**src/rtl/sa_cdma_wt_wgs_pkg.sv**
```systemverilog
// rtl/sa_cdma_wt_wgs_pkg.sv - shared types and constants for the CDMA weight-group-status path.
package sa_cdma_wt_wgs_pkg;

  localparam int WGS_DW         = 32;
  localparam int WGS_FIFO_DEPTH = 32;

  typedef logic [WGS_DW-1:0] wgs_word_t;

  typedef enum logic {
    IDLE = 1'b0,
    LOCK = 1'b1
  } arb_state_e;

endpackage

```
**src/rtl/sa_rr_pick.sv**
```systemverilog
// rtl/sa_rr_pick.sv - combinational round-robin picker: first request at or after ptr wins.
module sa_rr_pick #(
  parameter int N  = 4,
  parameter int IW = (N > 1) ? $clog2(N) : 1
) (
  input  logic [N-1:0]  req,
  input  logic [IW-1:0] ptr,
  output logic [N-1:0]  gnt,
  output logic [IW-1:0] gnt_idx,
  output logic          any
);

  int j;

  // Walk from the farthest candidate back to ptr so the nearest one overwrites.
  always_comb begin
    gnt     = '0;
    gnt_idx = '0;
    any     = |req;
    j       = 0;
    for (int k = N - 1; k >= 0; k--) begin
      j = int'(ptr) + k;
      if (j >= N) j = j - N;
      if (req[j]) begin
        gnt     = '0;
        gnt[j]  = 1'b1;
        gnt_idx = IW'(j);
      end
    end
  end

endmodule

```
**src/rtl/sa_cdma_wt_wgs_arb.sv**
```systemverilog
// rtl/sa_cdma_wt_wgs_arb.sv - packet-locked round-robin arbiter in front of the WGS FIFO write port.
// Optional per-requester packet and stall counters under SA_CDMA_WT_WGS_ARB_STATS_EN.
module sa_cdma_wt_wgs_arb
  import sa_cdma_wt_wgs_pkg::*;
#(
  parameter int NUM_REQ = 4,
  parameter int DW      = WGS_DW,
  parameter int MAX_PKT = 16
) (
  input  logic                  clk,
  input  logic                  reset_,
  input  logic [NUM_REQ-1:0]    req_vld,
  input  logic [NUM_REQ-1:0]    req_last,
  input  logic [NUM_REQ*DW-1:0] req_data,
  output logic [NUM_REQ-1:0]    req_rdy,
  output logic                  fifo_wr_req,
  output logic [DW-1:0]         fifo_wr_data,
  input  logic                  fifo_wr_ready,
  output logic                  arb_busy,
  output logic                  pkt_err
`ifdef SA_CDMA_WT_WGS_ARB_STATS_EN
  ,
  output logic [NUM_REQ*16-1:0] pkt_cnt,
  output logic [15:0]           stall_cnt
`endif
);

  localparam int IW = (NUM_REQ > 1) ? $clog2(NUM_REQ) : 1;
  localparam int CW = $clog2(MAX_PKT + 1);

  arb_state_e    state_q, state_d;
  logic [IW-1:0] gnt_q, gnt_d;
  logic [IW-1:0] ptr_q, ptr_d;
  logic [CW-1:0] cnt_q, cnt_d;
  logic          wr_req_q, wr_req_d;
  logic [DW-1:0] wr_data_q, wr_data_d;
  logic          pkt_err_q, pkt_err_d;

  logic [NUM_REQ-1:0] pick_gnt;
  logic [IW-1:0]      pick_idx;
  logic               pick_any;

  logic          out_free;
  logic          beat_vld;
  logic          beat_last;
  logic [DW-1:0] beat_data;
  logic          accept;
  logic [CW-1:0] cnt_inc;
  logic          wd_hit;
  logic          pkt_end;

  sa_rr_pick #(.N(NUM_REQ), .IW(IW)) u_pick (
    .req     (req_vld),
    .ptr     (ptr_q),
    .gnt     (pick_gnt),
    .gnt_idx (pick_idx),
    .any     (pick_any)
  );

  // The output register can take a beat when empty or when it drains this cycle.
  assign out_free  = !wr_req_q || fifo_wr_ready;
  assign beat_vld  = req_vld[gnt_q];
  assign beat_last = req_last[gnt_q];
  assign beat_data = req_data[int'(gnt_q)*DW +: DW];
  assign accept    = (state_q == LOCK) && out_free && beat_vld;
  assign cnt_inc   = cnt_q + CW'(1);
  assign wd_hit    = (cnt_inc == CW'(MAX_PKT));
  assign pkt_end   = accept && (beat_last || wd_hit);

  always_comb begin
    state_d   = state_q;
    gnt_d     = gnt_q;
    ptr_d     = ptr_q;
    cnt_d     = cnt_q;
    pkt_err_d = pkt_err_q;
    req_rdy   = '0;
    case (state_q)
      IDLE: begin
        if (pick_any) begin
          gnt_d   = pick_idx;
          state_d = LOCK;
        end
      end
      LOCK: begin
        req_rdy[gnt_q] = out_free;
        if (accept) begin
          cnt_d = cnt_inc;
          if (wd_hit && !beat_last) pkt_err_d = 1'b1;
          if (pkt_end) begin
            state_d = IDLE;
            cnt_d   = '0;
            ptr_d   = (gnt_q == IW'(NUM_REQ - 1)) ? '0 : gnt_q + IW'(1);
          end
        end
      end
    endcase
  end

  // Load wins over drain, so a simultaneous load and drain keeps the request high.
  always_comb begin
    wr_req_d  = wr_req_q;
    wr_data_d = wr_data_q;
    if (accept) begin
      wr_req_d  = 1'b1;
      wr_data_d = beat_data;
    end else if (fifo_wr_ready) begin
      wr_req_d  = 1'b0;
    end
  end

  always_ff @(posedge clk or negedge reset_) begin
    if (!reset_) begin
      state_q   <= IDLE;
      gnt_q     <= '0;
      ptr_q     <= '0;
      cnt_q     <= '0;
      wr_req_q  <= 1'b0;
      wr_data_q <= '0;
      pkt_err_q <= 1'b0;
    end else begin
      state_q   <= state_d;
      gnt_q     <= gnt_d;
      ptr_q     <= ptr_d;
      cnt_q     <= cnt_d;
      wr_req_q  <= wr_req_d;
      wr_data_q <= wr_data_d;
      pkt_err_q <= pkt_err_d;
    end
  end

  assign fifo_wr_req  = wr_req_q;
  assign fifo_wr_data = wr_data_q;
  assign arb_busy     = (state_q == LOCK) || wr_req_q;
  assign pkt_err      = pkt_err_q;

`ifdef SA_CDMA_WT_WGS_ARB_STATS_EN
  logic [NUM_REQ*16-1:0] pkt_cnt_q, pkt_cnt_d;
  logic [15:0]           stall_cnt_q, stall_cnt_d;

  always_comb begin
    pkt_cnt_d   = pkt_cnt_q;
    stall_cnt_d = stall_cnt_q;
    if (pkt_end && (pkt_cnt_q[int'(gnt_q)*16 +: 16] != 16'hFFFF))
      pkt_cnt_d[int'(gnt_q)*16 +: 16] = pkt_cnt_q[int'(gnt_q)*16 +: 16] + 16'd1;
    if (wr_req_q && !fifo_wr_ready && (stall_cnt_q != 16'hFFFF))
      stall_cnt_d = stall_cnt_q + 16'd1;
  end

  always_ff @(posedge clk or negedge reset_) begin
    if (!reset_) begin
      pkt_cnt_q   <= '0;
      stall_cnt_q <= '0;
    end else begin
      pkt_cnt_q   <= pkt_cnt_d;
      stall_cnt_q <= stall_cnt_d;
    end
  end

  assign pkt_cnt   = pkt_cnt_q;
  assign stall_cnt = stall_cnt_q;
`endif

endmodule

```
**config.mk**
```make
export PLATFORM = sky130hd
export DESIGN_NAME = sa_cdma_wt_wgs_arb
export DESIGN_NICKNAME = d
export VERILOG_FILES = /design/src/rtl/sa_cdma_wt_wgs_pkg.sv /design/src/rtl/sa_rr_pick.sv /design/src/rtl/sa_cdma_wt_wgs_arb.sv
export SDC_FILE = /design/constraint.sdc
export NUM_CORES = 1
export LEC_CHECK = 0
export BUFFER_PORTS_ARGS = -buffer_cell sky130_fd_sc_hd__buf_2
export CAP_MARGIN = 10
export CORE_AREA = 4 4 116 90
export CTS_BUF_LIST = sky130_fd_sc_hd__clkbuf_2 sky130_fd_sc_hd__clkbuf_4 sky130_fd_sc_hd__clkbuf_8
export DETAILED_ROUTE_END_ITERATION = 8
export DIE_AREA = 0 0 120 94
export HOLD_SLACK_MARGIN = 0.15
export SLEW_MARGIN = 5
export SYNTH_ARGS = -nofsm -noshare
export SYNTH_HDL_FRONTEND = slang
export SYNTH_SLANG_ARGS = --single-unit
```
**constraint.sdc**
```tcl
create_clock -name clk -period 2.3 [get_ports clk]
set_clock_uncertainty 0.1 [all_clocks]
set_input_delay 0.345 -clock clk [delete_from_list [all_inputs] [get_ports clk]]
set_output_delay 0.345 -clock clk [all_outputs]
set_load 0.02 [all_outputs]
```
==> qor.txt, run 1 <==
Layout Cells excl Fill -> 503
CTS max path bufs -> 2
Global-route wire length before repair -> 12000 um
Most frequent cells in the layout -> buf_2, dfrtp_1, mux4_2, mux2_2, nand2_1
Core area -> 9430 um2
CTS resizes -> 0
Crit path time final -> 2.00 ns
Crit Path Class -> flip-flop to output pin
Seq pwr share -> 29.7%
Syn_area_per_cell -> 14.3 um2
Remaining antenna violation count -> 0
Avg WL per Cell -> 15.1 um
Rows -> 31
Max Slew Vio Count -> 0
Initial core utilization -> 29.1%
Port bufs -> 177
Max Freq -> 499 MHz
Filler cells -> 921
Clock sink count -> 44
I/O Pins -> 178
Status -> completed
CTS tree -> done
Drt pass-1 iters -> 4
H-tree depth -> 2
Slew headroom -> 61.3%
Mapped Cells -> 191
Worst slack, placed -> 0.366 ns
Half-perimeter wire length after placement -> 6230 um
Fin worst setup slack -> 0.296 ns
YS warnings -> 0
WP data required -> 1.86 ns
Post-synth top flop -> dfrtp_1
Sw power -> 0.00193 W
Final setup fails -> 0
Syn nets -> 335
Starting DRT DRC Count -> 50
Total number of vias -> 2383
Distinct cells, synth -> 36
Logic pwr share -> 60.6%
Netlist Area Pre-Place -> 2740 um2
Leakage -> 1.88 nW
Post-synth ARST share -> 100%
Die height -> 94 um
Hold Crit Class -> primary input to flip-flop
Clk Latency, worst-skew pair -> 0.29 ns
Worst-path fanout max -> 18
WL final -> 7590 um
Die width -> 120 um
Post-synth EDFFs -> 0
Switch share -> 40.1%
Unrepaired setup endpoints after global routing -> no
Fraction of layout cells with a size suffix above 1 -> 71.4%
Worst vdd ir -> 0.000505 V
Dpl cells -> 495
Final Util -> 41.4%
Pin count of the biggest net entering global routing -> 30
Post-synthesis sequential area ratio -> 40.2%
Clk Tree Root Cell -> clkbuf_8
Max-Cap Viols -> 0
Area grow syn2layout -> 42.4%
Arrival @ worst endpoint -> 1.56 ns
Nets -> 515
Vias in the first global route -> 2516
Tcrit/Tclk final -> 87.1%
GR Util All Layers -> 13.1%
Final hold violations -> 0
Remaining global-route overflow -> 0
CTS Buf Count -> 5
Internal power -> 0.00288 W
Clock Pin Slew Worst Setup and Hold Paths -> 0.08 ns
Initial antenna violation count -> 1
Final Wtd Congestion -> 0.686
DRC -> 0
CP startpoint kind -> flip-flop
Cell Pwr Density -> 1230 nW/um2
Vias per std cell -> 4.74
N_diodes -> 0
Setup TNS -> 0 ns
Clock group share of total power -> 9.8%
DIE AREA -> 11300 um2
Worst-Margin Slew -> 0.581 ns
FF+latch count, synth -> 44
Worst setup EP type -> output pin
Most common cell after layout, fill and taps aside -> buf_2
-- layer usage --
metal | global-route usage [%] | up-vias | wire length [um]
li1 | - | 1105 | -
met1 | 16.3 | 1159 | 3160
met2 | 22.3 | 107 | 3710
met3 | 3.73 | 10 | 638
met4 | 3.72 | 2 | 87
met5 | 0 | - | 7
-- power groups by stage --
stage / sequential (W) / combinational [W] / clock, W
floorplan: 0.00176 / 0.00180 / 0
global placement: 0.00143 / 0.00293 / 0
detailed placement: 0.00145 / 0.00298 / 0
CTS: 0.00143 / 0.00299 / 0.000507
global route: 0.00148 / 0.00318 / 0.000542
finish: 0.00143 / 0.00292 / 0.000470
-- critical path, stage by stage, from the launching register on --
cell and delay (ns):
dfrtp_2 0.39, buf_4 0.26, inv_1 0.12, ha_1 0.19
and3_1 0.15, buf_2 0.15
-- synthesized netlist by cell type, types with 2 or more instances --
master    number  area share, %
mux4_2        34             28
nand2_1       12            1.6
a21oi_1        3           0.55
mux2_2        32             13
buf_6          4            1.6
nand2b_1       3           0.69
nor2_1         6           0.82
buf_2          6            1.1
o21ai_0        8            1.5
and3_1         4           0.91
nor3_1         2           0.37
ha_1           5            2.3
nand3_1        2           0.37
dfrtp_1       44             40
inv_1          4           0.55
clkbuf_1       2           0.27
-- final timing paths --
| kind | slack (ns) | cells past startpoint | start | endpoint |
|---|---|---|---|---|
| max | 0.30 | 5 | gnt_q[1]$_DFFE_PN0P_ | req_rdy[0] |
| min | 0.34 | 4 | req_vld[2] | gnt_q[0]$_DFFE_PN0P_ |
| min reg2reg | 0.37 | 1 | pkt_err$_DFFE_PN0P_ | pkt_err$_DFFE_PN0P_ |
| max in group asynchronous | 1.08 | 3 | reset_ | fifo_wr_data[11]$_DFFE_PN0P_ |
| max reg2reg | 0.42 | 3 | gnt_q[0]$_DFFE_PN0P_ | fifo_wr_data[1]$_DFFE_PN0P_ |
| min in group asynchronous | 0.48 | 2 | reset_ | fifo_wr_data[0]$_DFFE_PN0P_ |
-- cell families (layout without fill, tap and decap cells) --
kind of cell,Yosys count,in the layout,share of synthesized area [%]
AO/OA/AOI/OAI,23,23,5.89
adder cells (fa/ha/maj),5,5,2.28
buffers and inverters,17,197,3.70
flip-flops,44,44,40.2
multiplexers,67,67,41.6
AND/OR/NAND/NOR,35,35,6.30
-- registers in the layout (all words and copies together), names as in the netlist --
signal        cells
fifo_wr_req       1
pkt_err           1
ptr_q             2
state_q           1
cnt_q             5
gnt_q             2
fifo_wr_data     32
-- stage by stage --
step	hold slack [ns]	area, um2	power (W)
2_1_floorplan	-0.0506	2740	0.00356
3_3_place_gp	0.265	3810	0.00437
3_5_place_dp	0.288	3810	0.00442
4_1_cts	0.320	3900	0.00493
5_1_grt	0.359	3900	0.00520
6_report	0.338	3900	0.00481
-- repair_timing --
item	4_1_cts	5_1_grt
hold buffers	1	0
endpoints found under the hold margin	21	0
buffers inserted	0	0
-- cell type report --
class | count | area (um2) | area share, %
timing repair buffer | 186 | 993 | 25.5
tap | 132 | 165 | 4.23
multi-input combinational | 130 | 1540 | 39.5
inverter | 4 | 15.0 | 0.385
sequential | 44 | 1100 | 28.3
clock buffer | 6 | 76.3 | 1.96
clock inverter | 1 | 5.00 | 0.128
Note: power is estimated with default switching activity, not from simulation.
==> run 2, diff against run 1 <==
- CELL_PAD_IN_SITES_DETAIL_PLACEMENT: default -> 1
- CELL_PAD_IN_SITES_GLOBAL_PLACEMENT: default -> 1
- PLACE_DENSITY_LB_ADDON: default -> 0.1
==> run 2 against run 1 <==
Against the previous run:
- critical path type unchanged
- global-route usage up 1.6 points
- critical endpoint is now req_rdy[1]
- sequential power about the same
- die area unchanged
- first-iteration DRC count rose by 6.0%
- utilization increased by 0.19 points
- largest power group unchanged
- hold slack improved by 0.0060 ns
- register-to-register slack better by 0.03 ns
==> qor.txt, run 2 (synthesized netlist as in run 1, its figures left out) <==
Status -> completed (unchanged)
Slowest library cell on the worst path -> dfrtp_1 (was dfrtp_2)
N_diodes -> 0 (unchanged)
Die height -> 94 um (unchanged)
Arrival @ worst endpoint -> 1.58 ns (was 1.56 ns)
Worst-Margin Slew -> 0.494 ns (was 0.581 ns)
Worst path max stage delay -> 0.39 ns (about the same)
Tcrit/Tclk final -> 88.0% (was 87.1%)
CTS resizes -> 0 (unchanged)
Die width -> 120 um (unchanged)
Crit path time final -> 2.02 ns (was 2.00 ns)
Cts hold-fix bufs -> 1 (unchanged)
Total number of vias -> 2431 (was 2383)
Clk Latency, worst-skew pair -> 0.29 ns (about the same)
Remaining antenna violation count -> 0 (unchanged)
Crit Path Class -> flip-flop to output pin (unchanged)
Pin count of the biggest net entering global routing -> 26 (was 30)
Worst vdd ir -> 0.000520 V (was 0.000505 V)
Most frequent cells in the layout -> buf_2, dfrtp_1, mux4_2, mux2_2, nand2_1 (unchanged)
Slew headroom -> 67.1% (was 61.3%)
Unrepaired setup endpoints after global routing -> no (unchanged)
WL final -> 8510 um (was 7590 um)
Max-Cap Viols -> 0 (unchanged)
Fin worst setup slack -> 0.276 ns (was 0.296 ns)
Fraction of layout cells with a size suffix above 1 -> 71.4% (about the same)
Final hold violations -> 0 (unchanged)
Most common cell after layout, fill and taps aside -> buf_2 (unchanged)
Leakage -> 1.89 nW (was 1.88 nW)
Max Freq -> 494 MHz (was 499 MHz)
Rows -> 31 (unchanged)
Sequential cell area -> 1100 um2 (about the same)
Port bufs -> 177 (unchanged)
CTS max path bufs -> 2 (unchanged)
Worst setup EP type -> output pin (unchanged)
Nets -> 517 (was 515)
Drt pass-1 iters -> 4 (unchanged)
Max Slew Vio Count -> 0 (unchanged)
Setup TNS -> 0 ns (unchanged)
Initial antenna violation count -> 0 (was 1)
Footprint of the multi-input gates -> 1540 um2 (unchanged)
DIE AREA -> 11300 um2 (unchanged)
Crit path buffers/inverters -> 3 (unchanged)
Cell Pwr Density -> 1260 nW/um2 (was 1230 nW/um2)
Remaining global-route overflow -> 0 (unchanged)
CP startpoint kind -> flip-flop (unchanged)
Max reg flops -> 32 (unchanged)
Final Wtd Congestion -> 0.783 (was 0.686)
Starting DRT DRC Count -> 53 (was 50)
Half-perimeter wire length after placement -> 7120 um (was 6230 um)
GR Util All Layers -> 14.7% (was 13.1%)
CP top delay family -> buffers and inverters (unchanged)
Cells along the critical path -> buf_4 -> inv_1 -> ha_1 -> and3_1 -> buf_2 (unchanged)
Vias in the first global route -> 2607 (was 2516)
Clk Tree Root Cell -> clkbuf_8 (unchanged)
Hold Crit Class -> primary input to flip-flop (unchanged)
CTS tree -> done (unchanged)
DRC -> 0 (unchanged)
Initial core utilization -> 29.1% (unchanged)
I/O Pins -> 178 (unchanged)
Core area -> 9430 um2 (unchanged)
Worst-path fanout max -> 18 (unchanged)
WP data required -> 1.86 ns (about the same)
Filler cells -> 1114 (was 921)
Final setup fails -> 0 (unchanged)
Clock sink count -> 44 (unchanged)
H-tree depth -> 2 (unchanged)
Global-route wire length before repair -> 13300 um (was 12000 um)
Avg WL per Cell -> 16.8 um (was 15.1 um)
Number of post-CTS setup repair buffers -> 0 (unchanged)
Area grow syn2layout -> 43.0% (was 42.4%)
Clock Pin Slew Worst Setup and Hold Paths -> 0.08 ns (about the same)
CTS Buf Count -> 5 (unchanged)
Worst slack, placed -> 0.393 ns (was 0.366 ns)
Vias per std cell -> 4.80 (was 4.74)
[run 2: changes by cell type in the layout (fill, tap and decap cells not counted), sizes merged]
cell | previous run | this run
buf | 185 | 187
clkbuf | 6 | 7
clkinv | 1 | 0
clkinvlp | 0 | 1
[run 2: worst paths after layout]
kind	start	to	slack, ns	cells past startpoint
min in group asynchronous	reset_	fifo_wr_data[17]$_DFFE_PN0P_	0.45	2
hold / removal	req_vld[2]	state_q$_DFF_PN0_	0.34	3
setup / recovery	gnt_q[1]$_DFFE_PN0P_	req_rdy[1]	0.28	5
max in group asynchronous	reset_	cnt_q[3]$_DFFE_PN0P_	1.06	3
hold reg to reg	pkt_err$_DFFE_PN0P_	pkt_err$_DFFE_PN0P_	0.38	1
setup reg to reg	gnt_q[0]$_DFFE_PN0P_	fifo_wr_data[25]$_DFFE_PN0P_	0.45	3
[run 2: worst reg2reg max path, cell delays in order, from the launching register on]
cell and delay, ns:
dfrtp_2 0.47, buf_4 0.32, mux4_2 0.57, mux2_2 0.28
[run 2: per-stage QoR]
step	utilization (%)	power, W	hold slack (ns)	cell area, um2	instances
after floorplan	-	0.00356	-0.0506	2740	191
after global placement	40.4	0.00445	0.244	3810	497
after detailed placement	40.4	0.00450	0.240	3810	497
after CTS	41.6	0.00504	0.342	3920	506
after global routing	41.6	0.00531	0.376	3920	506
final	41.6	0.00492	0.344	3920	506
[run 2: final cells by class]
| cell class | count | area share [%] |
|---|---|---|
| well taps | 132 | 4.21 |
| clock buffers | 7 | 2.30 |
| clock inverters | 1 | 0.192 |
| inverters | 4 | 0.383 |
| repair buffers | 188 | 25.4 |
| flip-flops and latches | 44 | 28.1 |
| multi-input cells | 130 | 39.4 |
[run 2: metal layers]
layer	part of all wire [%]	GRT usage, %	up-vias	wire length [um]
met4	0.85	3.34	0	72
met3	7.7	3.91	4	659
li1	-	-	1116	-
met5	0	0	-	0
met1	41	19.1	1216	3500
met2	50	24.8	95	4280
[run 2: power by group]
part / leakage [nW] / total [W] / internal (W) / switching (W)
registers: 0.524 / 0.00143 / 0.00116 / 0.000260
logic: 1.32 / 0.00298 / 0.00151 / 0.00147
clock network: 0.0479 / 0.000513 / 0.000256 / 0.000257
total: 1.89 / 0.00492 / 0.00293 / 0.00199
